<file path="src/rtl/branch_resolve_pkg.sv">
// Shared definitions for branch_resolve: condition codes, FSM encoding, PC step default.
// The helper picks the comparator bit selected by a condition code.
package branch_resolve_pkg;

  localparam int PC_STEP_DEFAULT = 4;

  typedef enum logic [2:0] {
    COND_ALWAYS = 3'd0,
    COND_EQ     = 3'd1,
    COND_NEQ    = 3'd2,
    COND_LT     = 3'd3,
    COND_LEQ    = 3'd4,
    COND_ZERO   = 3'd5,
    COND_NZ     = 3'd6,
    COND_LZ     = 3'd7
  } cond_e;

  typedef enum logic [1:0] {
    ST_IDLE     = 2'd0,
    ST_HOLD     = 2'd1,
    ST_REDIRECT = 2'd2
  } state_e;

  function automatic logic cond_taken(input logic [7:0] cmp_res, input cond_e c);
    return cmp_res[c];
  endfunction

endpackage

</file>
<file path="src/rtl/branch_resolve_stats.sv">
// Saturating branch / mispredict event counters (present only with BRANCH_RESOLVE_STATS_EN).
// Latency: count visible one cycle after the event; no backpressure, counters never wrap.
module branch_resolve_stats (
  input  logic        clk,
  input  logic        rst_n,
  input  logic        inc_branch,
  input  logic        inc_mispredict,
  output logic [31:0] stat_branches,
  output logic [31:0] stat_mispredicts
);

  always_ff @(posedge clk or negedge rst_n) begin
    if (!rst_n) begin
      stat_branches    <= '0;
      stat_mispredicts <= '0;
    end else begin
      if (inc_branch && stat_branches != '1)
        stat_branches <= stat_branches + 32'd1;
      if (inc_mispredict && stat_mispredicts != '1)
        stat_mispredicts <= stat_mispredicts + 32'd1;
    end
  end

endmodule

</file>
<file path="src/rtl/branch_resolve.sv">
// Resolves a branch descriptor into direction/next PC and raises a fetch redirect plus flush on mispredict.
// Latency 1 cycle; HOLD accepts only while draining, REDIRECT stalls until out_ready and redirect_ack seen. Optional stats: BRANCH_RESOLVE_STATS_EN.
module branch_resolve
  import branch_resolve_pkg::*;
#(
  parameter int XLEN    = 32,
  parameter int PC_STEP = PC_STEP_DEFAULT
) (
  input  logic            clk,
  input  logic            rst_n,
  input  logic            in_valid,
  output logic            in_ready,
  input  logic [2:0]      cond,
  input  logic [7:0]      cmp_res,
  input  logic            pred_taken,
  input  logic [XLEN-1:0] pc,
  input  logic [XLEN-1:0] target,
  output logic            out_valid,
  input  logic            out_ready,
  output logic            out_taken,
  output logic [XLEN-1:0] out_npc,
  output logic            redirect_valid,
  output logic [XLEN-1:0] redirect_pc,
  input  logic            redirect_ack,
  output logic            flush
`ifdef BRANCH_RESOLVE_STATS_EN
  ,
  output logic [31:0]     stat_branches,
  output logic [31:0]     stat_mispredicts
`endif
);

  state_e          state_q, state_d;
  logic            taken_q;
  logic [XLEN-1:0] npc_q;
  logic            flush_q;
  logic            ack_seen_q, ordy_seen_q;

  logic            taken, mispredict, accept;
  logic            ack_now, ordy_now;
  logic [XLEN-1:0] npc;

  assign taken      = cond_taken(cmp_res, cond_e'(cond));
  assign npc        = taken ? target : pc + XLEN'(PC_STEP);
  assign mispredict = taken != pred_taken;
  assign accept     = in_valid & in_ready;

  // Each REDIRECT handshake counts once, whichever side completes first.
  assign ack_now  = ack_seen_q | redirect_ack;
  assign ordy_now = ordy_seen_q | out_ready;

  always_comb begin
    state_d        = state_q;
    in_ready       = 1'b0;
    out_valid      = 1'b0;
    redirect_valid = 1'b0;
    case (state_q)
      ST_IDLE: begin
        in_ready = 1'b1;
        if (in_valid)
          state_d = mispredict ? ST_REDIRECT : ST_HOLD;
      end
      ST_HOLD: begin
        out_valid = 1'b1;
        in_ready  = out_ready;
        if (out_ready) begin
          if (!in_valid)
            state_d = ST_IDLE;
          else
            state_d = mispredict ? ST_REDIRECT : ST_HOLD;
        end
      end
      ST_REDIRECT: begin
        out_valid      = !ordy_seen_q;
        redirect_valid = !ack_seen_q;
        if (ack_now && ordy_now)
          state_d = ST_IDLE;
      end
      default: state_d = ST_IDLE;
    endcase
  end

  always_ff @(posedge clk or negedge rst_n) begin
    if (!rst_n) begin
      state_q     <= ST_IDLE;
      taken_q     <= 1'b0;
      npc_q       <= '0;
      flush_q     <= 1'b0;
      ack_seen_q  <= 1'b0;
      ordy_seen_q <= 1'b0;
    end else begin
      state_q <= state_d;
      flush_q <= accept & mispredict;
      if (accept) begin
        taken_q <= taken;
        npc_q   <= npc;
      end
      if (state_q == ST_REDIRECT && state_d == ST_REDIRECT) begin
        ack_seen_q  <= ack_now;
        ordy_seen_q <= ordy_now;
      end else begin
        ack_seen_q  <= 1'b0;
        ordy_seen_q <= 1'b0;
      end
    end
  end

  assign out_taken   = taken_q;
  assign out_npc     = npc_q;
  assign redirect_pc = npc_q;
  assign flush       = flush_q;

`ifdef BRANCH_RESOLVE_STATS_EN
  branch_resolve_stats u_stats (
    .clk              (clk),
    .rst_n            (rst_n),
    .inc_branch       (accept),
    .inc_mispredict   (accept & mispredict),
    .stat_branches    (stat_branches),
    .stat_mispredicts (stat_mispredicts)
  );
`endif

endmodule
</file>
<file path="config.mk">
export PLATFORM = sky130hd
export DESIGN_NAME = branch_resolve
export DESIGN_NICKNAME = d
export VERILOG_FILES = /design/src/rtl/branch_resolve_pkg.sv /design/src/rtl/branch_resolve_stats.sv /design/src/rtl/branch_resolve.sv
export SDC_FILE = /design/constraint.sdc
export NUM_CORES = 1
export LEC_CHECK = 0
export ABC_CLOCK_PERIOD_IN_PS = 1800
export CAP_MARGIN = 20
export CORE_MARGIN = 3
export CORE_UTILIZATION = 35
export DETAILED_ROUTE_END_ITERATION = 8
export PLACE_DENSITY = 0.81
export SYNTH_ARGS = -nofsm -noshare
export SYNTH_HDL_FRONTEND = slang
export SYNTH_SLANG_ARGS = --single-unit
</file>
<file path="constraint.sdc">
create_clock -name clk -period 1.8 [get_ports clk]
set_clock_uncertainty 0.1 [all_clocks]
set_input_delay 0.27 -clock clk [delete_from_list [all_inputs] [get_ports clk]]
set_output_delay 0.27 -clock clk [all_outputs]
set_load 0.01 [all_outputs]
</file>
After elaboration in Yosys (flattened, before gate mapping)

Index checks and enable logic that the tools add are counted.
Widths: inputs -> output; s select.

$add $sub $neg: 1
Order comparisons: 1
Equal/unequal tests: 4
Mux-type cells: 14
Bitwise logic cells: 4
Reduce and logical (&&, ||, !) cells: 5

Operator list:

| operator              | count |
|---|---|
| $add 32x3->32 const B | 1 |
| $mux 32               | 1 |
| $mux 2                | 5 |
| $pmux 2 s3            | 1 |
| $eq 2x2->1 const B    | 2 |
| $lt 3x4->1 const B    | 1 |
| $mux 1                | 4 |
| $pmux 1 s2            | 2 |
| $bmux 1 s3            | 1 |
| $and 1x1->1           | 2 |
| $eq 2x1->1 const B    | 1 |
| $logic_and 1x1->1     | 2 |
| $logic_not 1->1       | 2 |
| $logic_not 2->1       | 1 |
| $or 1x1->1            | 2 |
| $ne 1x1->1            | 1 |

Flip-flop bits (word level): 38
Input port bits: 81
Output and inout bits: 69
Logic and storage cells: 35

Logic depth before layout (Yosys ltp)

Gate-level depths: netlist of the first run.

Depth after elaboration: 10
Depth in mapped cells: 9
Gate-level depth less buffers: 7

Worst setup path after synthesis of the first run

OpenSTA, ideal clock, no wires.

Path kind: register to register
Start: register state_q[0]
End: register npc_q[21] (netlist: out_npc[21])
Library setup time: 0.080 ns
Arrival: 1.741 ns
Data required time: 1.620 ns
Setup slack: -0.121 ns
Stages on the path, launching flop included: 10
Buffers on the path: 2
Period minus slack after synthesis: 1.921 ns
Cell sequence: dfrtp_1 -> inv_1 -> ha_1 -> inv_1 -> nand2_1 -> and2_1 -> clkbuf_1 -> buf_1 -> nand3_1 -> o211ai_2

Word-level cells in the longest chain between the ends: 3
Elaborated cells between the ends (all ways): 4
Classes of those cells: eq/ne (1); mux (1); bitwise (1); reduce/logical (1)

Ends and longest elaborated chain:

| item                                          | RTL line             | RTL |
|---|---|---|
| from (decl)                                   | branch_resolve.sv:33 | `state_e state_q, state_d;` |
| from (signal assigned)                        | branch_resolve.sv:92 | `state_q <= state_d;` |
| $eq 2x1->1 or $logic_not 2->1 (tied branches) | branch_resolve.sv:57 | `case (state_q)` |
| $pmux 1 s2 *                                  | branch_resolve.sv:57 |  |
| named net in_ready                            | branch_resolve.sv:12 | `output logic in_ready,` |
| $and 1x1->1 *                                 | branch_resolve.sv:46 | `assign accept = in_valid & in_ready;` |
| to (signal assigned)                          | branch_resolve.sv:96 | `npc_q <= npc;` |
| to (decl)                                     | branch_resolve.sv:35 | `logic [XLEN-1:0] npc_q;` |

Mark *: on every way through the listed nets, which the timed path passes. The rest lies on a longest branch.
A chain may end at the register's enable or synchronous reset.

Worst setup path in the final report of the first run

Start: register state_q[1]
End: register ordy_seen_q

Word-level cells in the longest chain between the ends: 5
Elaborated cells between the ends (all ways): 10
Classes of those cells: eq/ne (3); mux (5); reduce/logical (2)

Ends and longest elaborated chain:

| item                                     | RTL line                                   | RTL |
|---|---|---|
| $eq 2x2->1, or another cell as far along | branch_resolve.sv:57, branch_resolve.sv:98 |  |
| $pmux 2 s3                               | branch_resolve.sv:57                       |  |
| $eq 2x2->1                               | branch_resolve.sv:98                       | `if (state_q == ST_REDIRECT && state_d == ST_REDIRECT) begin` |
| $logic_and 1x1->1 *                      | branch_resolve.sv:98                       |  |
| $mux 1 *                                 | branch_resolve.sv:98                       |  |
| to (signal assigned)                     | branch_resolve.sv:100                      | `ordy_seen_q <= ordy_now;` |
| to (decl)                                | branch_resolve.sv:37                       | `logic ack_seen_q, ordy_seen_q;` |

Mark *: on every way between the ends. The rest lies on a longest branch, timed or not.

==> results of run 1 <==
-- logic make-up (layout without fill, tap and decap cells) --
kind of cell / count (synthesis) / in the layout / synth area share [%]
simple gates: 139 / 139 / 25.7
compound gates: 63 / 63 / 14.6
buf+inv: 57 / 241 / 12.9
flops: 38 / 38 / 33.0
xor+xnor: 28 / 28 / 8.51
mux: 9 / 9 / 3.17
fa+ha+maj: 5 / 5 / 2.17
other cells: 0 / 3 / 0
-- metrics by stage --
step                      instance area [um2]  hold slack, ps  instances
after CTS                                4950             343        618
after global placement                   4650            94.0        602
final                                    5140             330        628
after detailed placement                 4650            99.1        602
after global routing                     5130             370        627
after floorplan                          2890            -126        339
-- timing repair --
item                                    4_1_cts  5_1_grt
hold buffers                                  1        0
buffers inserted                              8        6
endpoints found under the hold margin        12        0
cloned                                        0        1
pin swaps                                    15       16
gates resized for setup                      56       27
endpoints found under the setup margin       39       33
-- critical path, stage by stage (launching register included) --
cell	delay, ps
dfrtp_1	410
inv_2	130
ha_4	180
o21ai_0	100
a211o_1	370
a211oi_4	210
a211oi_4	100
nor4b_4	220
-- worst max path at each step --
stage,startpoint,end,slack [ps],cells after the start
after floorplan,state_q[1],out_taken,1,8
after CTS,state_q[1],ack_seen_q,-50,7
final,state_q[1],ordy_seen_q,-110,7
after global routing,state_q[0],ack_seen_q,-250,7
after global placement,pc[5],out_npc[18],-370,8
after detailed placement,pc[18],out_npc[26],-480,6
-- power by group through the flow --
stage          Clock, mW  Sequential [mW]  Combinational (mW)
5_1_grt            0.616             1.62                3.92
3_5_place_dp           0             1.58                3.35
4_1_cts            0.578             1.57                3.52
6_report           0.568             1.56                3.68
2_1_floorplan          0             1.69                1.57
3_3_place_gp           0             1.56                3.27
-- final cells by class --
class,count,share of cell area [%]
Timing Repair Buffer,224,41.6
Multi-Input combinational cell,244,35.0
Sequential cell,38,18.5
Tap cell,102,2.48
Clock buffer,5,1.34
Inverter,10,0.731
Clock inverter,2,0.195
Antenna cell,3,0.146
-- per-layer routing --
metal / routed length (um) / vias up
li1: - / 1532
met5: 7 / -
met2: 5530 / 154
met3: 751 / 26
met1: 4150 / 1582
met4: 297 / 2
-- cell usage after synthesis (2+ instances only) --
cell / count
nand2_1: 53
nor2b_1: 4
nor2_1: 13
a21oi_1: 8
xor2_1: 6
buf_2: 3
buf_4: 34
o211ai_1: 13
dfrtp_1: 38
o21a_1: 2
nand4_1: 8
nor3_1: 8
o211ai_2: 2
inv_1: 10
a31oi_1: 3
ha_1: 5
and4_1: 4
xnor2_1: 22
nor4b_1: 2
clkbuf_1: 5
buf_1: 2
and2_1: 6
nor4_1: 7
o21ai_0: 23
o21ai_1: 2
buf_6: 2
nand3_1: 25
mux2i_1: 8
-- sequential cells by signal (all words and copies together) (netlist names) --
signal	count
out_npc	32
out_taken	1
flush	1
state_q	2
ordy_seen_q	1
ack_seen_q	1
==> summary.md, run 1 <==
| Metric | Value |
|---|---|
| I/O Buffers | about 150 |
| Syn_nets | 425 |
| Clock transition at path regs | ~80 ps |
| Pleak | 2.21 nW |
| Net Sw Frac | 37.9% |
| Number of distinct library cells after synthesis | 49 |
| Met2 GRT Util | 37.9% |
| I/O Pins | 150 |
| Number of global-route vias before repair | 3,349 |
| Nets@finish | just over 600 |
| Critical path arrival | ~2000 ps |
| Core Area | just under 8000 um2 |
| Footprint of the multi-input gates | about 1800 um2 |
| Starting DRC count in detailed routing | 144 |
| Max Root-Sink Buffers | 2 |
| Worst Tran Pin Value | 351 ps |
| Combinational power share | 63.3% |
| Total Power | 5.81 mW |
| Internal | roughly 3.6 mW |
| M1 GR Usage | about a quarter |
| H-Tree Level Count | 2 |
| Psw | 2.20 mW |
| Pin count of the biggest net entering global routing | 27 |
| Post-synth ARST share | 100% |
| Routability congestion estimate from global placement | 0.855 |
| FP Rows | 32 |
| Post-synth top area cell | dfrtp_1 |
| Initial core utilization | 36.7% |
| Fin. Hold Viols | 0 |
| Die ar. | 9360 um2 |
| Synth Warn # | 0 |
| Initial antenna violation count | 3 |
| Synth Area per Inst | roughly 8.5 um2 |
| Status | complete, but fails checks |
| Final HPWL DP | 8030 um |
| First-pass GRT wire length | 16,500 um |
| Main synth FF type | dfrtp_1 |
| Post-layout min period | 1910 ps |
| Clk sink count | 38 |
| Period utilization | 106% |
| Total GRT Usage | 21.3% |
| Failing checks | setup timing |
| GRT Residual Overflow | 0 |
| Setup TNS | -394 ps |
| GRT busiest layer | met2 |
| Via density | 5.25 |
| Slew headroom | between 70% and 80% |
| Drt drc | 0 |
| ANT nets after route | 0 |
| Post-Syn Area | about 2900 um2 |
| Final Max Tran Viols | 0 |
| Worst path required time | 1900 ps |
| Reg-to-Reg Start | state_q[1] |
| Root buf cell | clkbuf_8 |
| Area Growth Syn to Fin | 78.3% |
| Layout cells sized above 1 | 24.9% |
| Final setup margin | -107 ps |
| Clock share of power | 9.8% |
| Cells after Synth | 339 |
| Synth area leaders | dfrtp_1, buf_4, nand2_1, xnor2_1, nand3_1 |
| Sequential Power Share | 26.9% |
| Worst skew pair latency | 290 ps |
| Yosys top cell area share | between 30% and 40% |
| Final core occ | 65.5% |
| Sequential-to-total area share from yosys stat | roughly a third |
| Post-Route WL | 10,700 um |
| Hold Path Class | primary input to async pin |
| Unrepaired setup endpoints after global routing | yes |
| R2R depth | 7 |
| CTS tree | yes |
| FF-to-FF setup slack | -110 ps |
| Reg area | approximately 950 um2 |
| Crit Path Category | flip-flop to flip-flop |
| Worst Path Max Fanout | 5 |
| Pre-CTS setup slack | -476 ps |
| Crit end category | flip-flop |
| Power Density | 1130 nW/um2 |
| DIE WIDTH | 96.7 um |
| Fill cell count | 605 |
| Max cap viols | 0 |
| EDFF count, synth | 0 |
| Grt met3 use | 5.41% |
| Most common cell after layout, fill and taps aside | clkdlybuf4s50_1 |
| WL/cell | 17.1 um |
| FF+latch count, synth | 38 |
| Worst R2R End | ordy_seen_q |
| Worst-case vdd ir drop | 0.633 mV |
| Fmax | 525 MHz |
| Die height | 96.7 um |
| CP startpoint kind | flip-flop |
| Vias | 3,296 |
| First drt pass iteration count | 5 |
| Final setup viols | 4 |
| Most frequent cells in the layout | clkdlybuf4s50_1, buf_4, nand2_1 |
| TritonCTS Buffers | 5 |
(Power assumes the default switching activity.)
==> inputs of run 2 (changes only) <==
- CTS_BUF_LIST: not set -> sky130_fd_sc_hd__clkbuf_4
==> run 2 against run 1 <==
The run still ends with setup timing left. Global-route usage shrank 0.61 points. Combinational power shrank 2%. Hold slack lost 56 ps. Sequential power is essentially flat. Largest power group unchanged. Highest routed layer unchanged.
==> summary.md, run 2 (same netlist as run 1, synthesis figures left out) <==
| Metric | Value |
|---|---|
| Period utilization | 111% (was 106%) |
| Nets@finish | 604 (was 609) |
| Critical path arrival | 2130 ps (was 2000 ps) |
| Clock transition at path regs | 120 ps (was 80 ps) |
| R2R depth | 7 (unchanged) |
| Worst R2R End | ordy_seen_q (unchanged) |
| Area Growth Syn to Fin | 73.4% (was 78.3%) |
| Crit Path Category | flip-flop to flip-flop (unchanged) |
| Vias | 3,236 (was 3,296) |
| Failing checks | setup timing (unchanged) |
| Final setup viols | 4 (unchanged) |
| Worst-case vdd ir drop | 0.626 mV (was 0.633 mV) |
| Layout cells sized above 1 | 23.7% (was 24.9%) |
| Most frequent cells in the layout | clkdlybuf4s50_1, buf_4, nand2_1 (unchanged) |
| Status | complete, but fails checks (unchanged) |
| Non-Filler Instances | 621 (was 628) |
| Post-layout min period | 2000 ps (was 1910 ps) |
| First drt pass iteration count | 4 (was 5) |
| Routability congestion estimate from global placement | 0.855 (unchanged) |
| Slowest cell on crit path | a222oi_1 (was dfrtp_1) |
| Internal | 3.44 mW (was 3.61 mW) |
| Crit. Startpoint | state_q[0] (was state_q[1]) |
| DIE WIDTH | 96.7 um (unchanged) |
| Unrepaired setup endpoints after global routing | yes (unchanged) |
| Drt drc | 0 (unchanged) |
| Post-Route WL | 10,500 um (was 10,700 um) |
| Max Root-Sink Buffers | 2 (unchanged) |
| Most common cell after layout, fill and taps aside | clkdlybuf4s50_1 (unchanged) |
| Footprint of the multi-input gates | 1740 um2 (was 1800 um2) |
| Root buf cell | clkbuf_4 (was clkbuf_8) |
| Combinational power share | 64.5% (was 63.3%) |
| TritonCTS Buffers | 5 (unchanged) |
| Pre-CTS setup slack | -476 ps (unchanged) |
| Hold Path Class | primary input to async pin (unchanged) |
| Worst Path Max Fanout | 5 (unchanged) |
| FF-to-FF setup slack | -200 ps (was -110 ps) |
| Core Area | 7850 um2 (unchanged) |
| Worst skew pair latency | 330 ps (was 290 ps) |
| Power Density | 1120 nW/um2 (was 1130 nW/um2) |
| CTS tree | yes (unchanged) |
| Fin Hold WS | 274 ps (was 330 ps) |
| Cells after DPL | 602 (unchanged) |
| Via density | 5.21 (was 5.25) |
| Number of global-route vias before repair | 3,321 (was 3,349) |
| Pleak | 2.05 nW (was 2.21 nW) |
| WL/cell | 17.0 um (was 17.1 um) |
| Die height | 96.7 um (unchanged) |
| I/O Buffers | 149 (unchanged) |
| CP startpoint kind | flip-flop (unchanged) |
| Fmax | 499 MHz (was 525 MHz) |
| Initial core utilization | 36.7% (unchanged) |
| Starting DRC count in detailed routing | 144 (unchanged) |
| Fin. Hold Viols | 0 (unchanged) |
| Psw | 2.15 mW (was 2.20 mW) |
| Worst path required time | 1920 ps (was 1900 ps) |
| Die ar. | 9360 um2 (unchanged) |
| H-Tree Level Count | 2 (unchanged) |
| CP max stage delay | 430 ps (was 410 ps) |
| Reg-to-Reg Start | state_q[0] (was state_q[1]) |
| Placement Cell Area | 4650 um2 (unchanged) |
| Fill cell count | 643 (was 605) |
| GRT Residual Overflow | 0 (unchanged) |
| First-pass GRT wire length | 16,100 um (was 16,500 um) |
| Clk sink count | 38 (unchanged) |
| Max reg flops | 32 (unchanged) |
| Total Power | 5.60 mW (was 5.81 mW) |
| ANT nets after route | 0 (unchanged) |
| Worst Tran Pin Value | 402 ps (was 351 ps) |
| FP Rows | 32 (unchanged) |
| Net Sw Frac | 38.5% (was 37.9%) |
| CP Capture Point | ordy_seen_q (unchanged) |
| Final setup margin | -204 ps (was -107 ps) |
| I/O Pins | 150 (unchanged) |
| Setup TNS | -631 ps (was -394 ps) |
| Crit-path cells | buf_6 -> ha_4 -> a222oi_1 -> nor3_1 -> a211oi_2 -> buf_4 -> nor4b_2 (was inv_2 -> ha_4 -> o21ai_0 -> a211o_1 -> a211oi_4 -> a211oi_4 -> nor4b_4) |
| Max cap viols | 0 (unchanged) |
| Initial antenna violation count | 2 (was 3) |
| Pin count of the biggest net entering global routing | 27 (unchanged) |
| Final HPWL DP | 8030 um (unchanged) |
| Sequential Power Share | 27.8% (was 26.9%) |
| Crit end category | flip-flop (unchanged) |
| Slew headroom | 73.2% (was 76.3%) |
| Fin area | 5000 um2 (was 5140 um2) |
| Final core occ | 63.7% (was 65.5%) |
| Reg area | 951 um2 (unchanged) |
| Clock share of power | 7.7% (was 9.8%) |
| Final Max Tran Viols | 0 (unchanged) |
| Total GRT Usage | 20.6% (was 21.3%) |
[run 2: how the worst min path moves through the flow]
stage / start / to / slack, ps / cells after the start
finish: rst_n / out_npc[10] / 270 / 2
global route: rst_n / out_npc[2] / 300 / 2
CTS: rst_n / out_npc[11] / 280 / 2
detailed placement: rst_n / out_npc[22] / 100 / 1
global placement: rst_n / out_npc[22] / 90 / 1
floorplan: rst_n / ack_seen_q / -130 / 0
[run 2: cell type report]
cell class / instances / share of cell area (%)
timing repair buffer: 219 / 41.8
multi-input combinational: 244 / 34.8
sequential: 38 / 19.0
tap: 102 / 2.55
clock buffer: 5 / 0.751
inverter: 10 / 0.751
clock inverter: 2 / 0.200
antenna: 1 / 0.0501
[run 2: critical path: cells and delay by family (launching register included)]
kind	cells	cell delay, ps
and+or+nand+nor	2	200
adders and majority gates	1	170
buffers and inverters	2	310
DFF	1	420
AOI/OAI and AO/OA	2	690
[run 2: routing by layer]
layer	GRT usage, %	up-vias	wire [um]
li1	-	1525	-
met4	6.91	2	276
met2	36.4	141	5410
met5	0	-	7
met3	5.05	26	626
met1	24.5	1542	4230
[run 2: power groups by stage]
stage          Sequential, mW  Combinational, mW  Clock (mW)
3_3_place_gp             1.56               3.27           0
2_1_floorplan            1.69               1.57           0
3_5_place_dp             1.58               3.35           0
5_1_grt                  1.62               3.85       0.481
4_1_cts                  1.57               3.48       0.439
6_report                 1.56               3.61       0.429
[run 2: what timing repair did]
action	4_1_cts	5_1_grt
hold buffers	1	0
buffers inserted	4	4
setup endpoints to repair	33	38
hold endpoints to repair	12	0
pin swaps	10	8
resized for setup	44	20
cloned	0	2
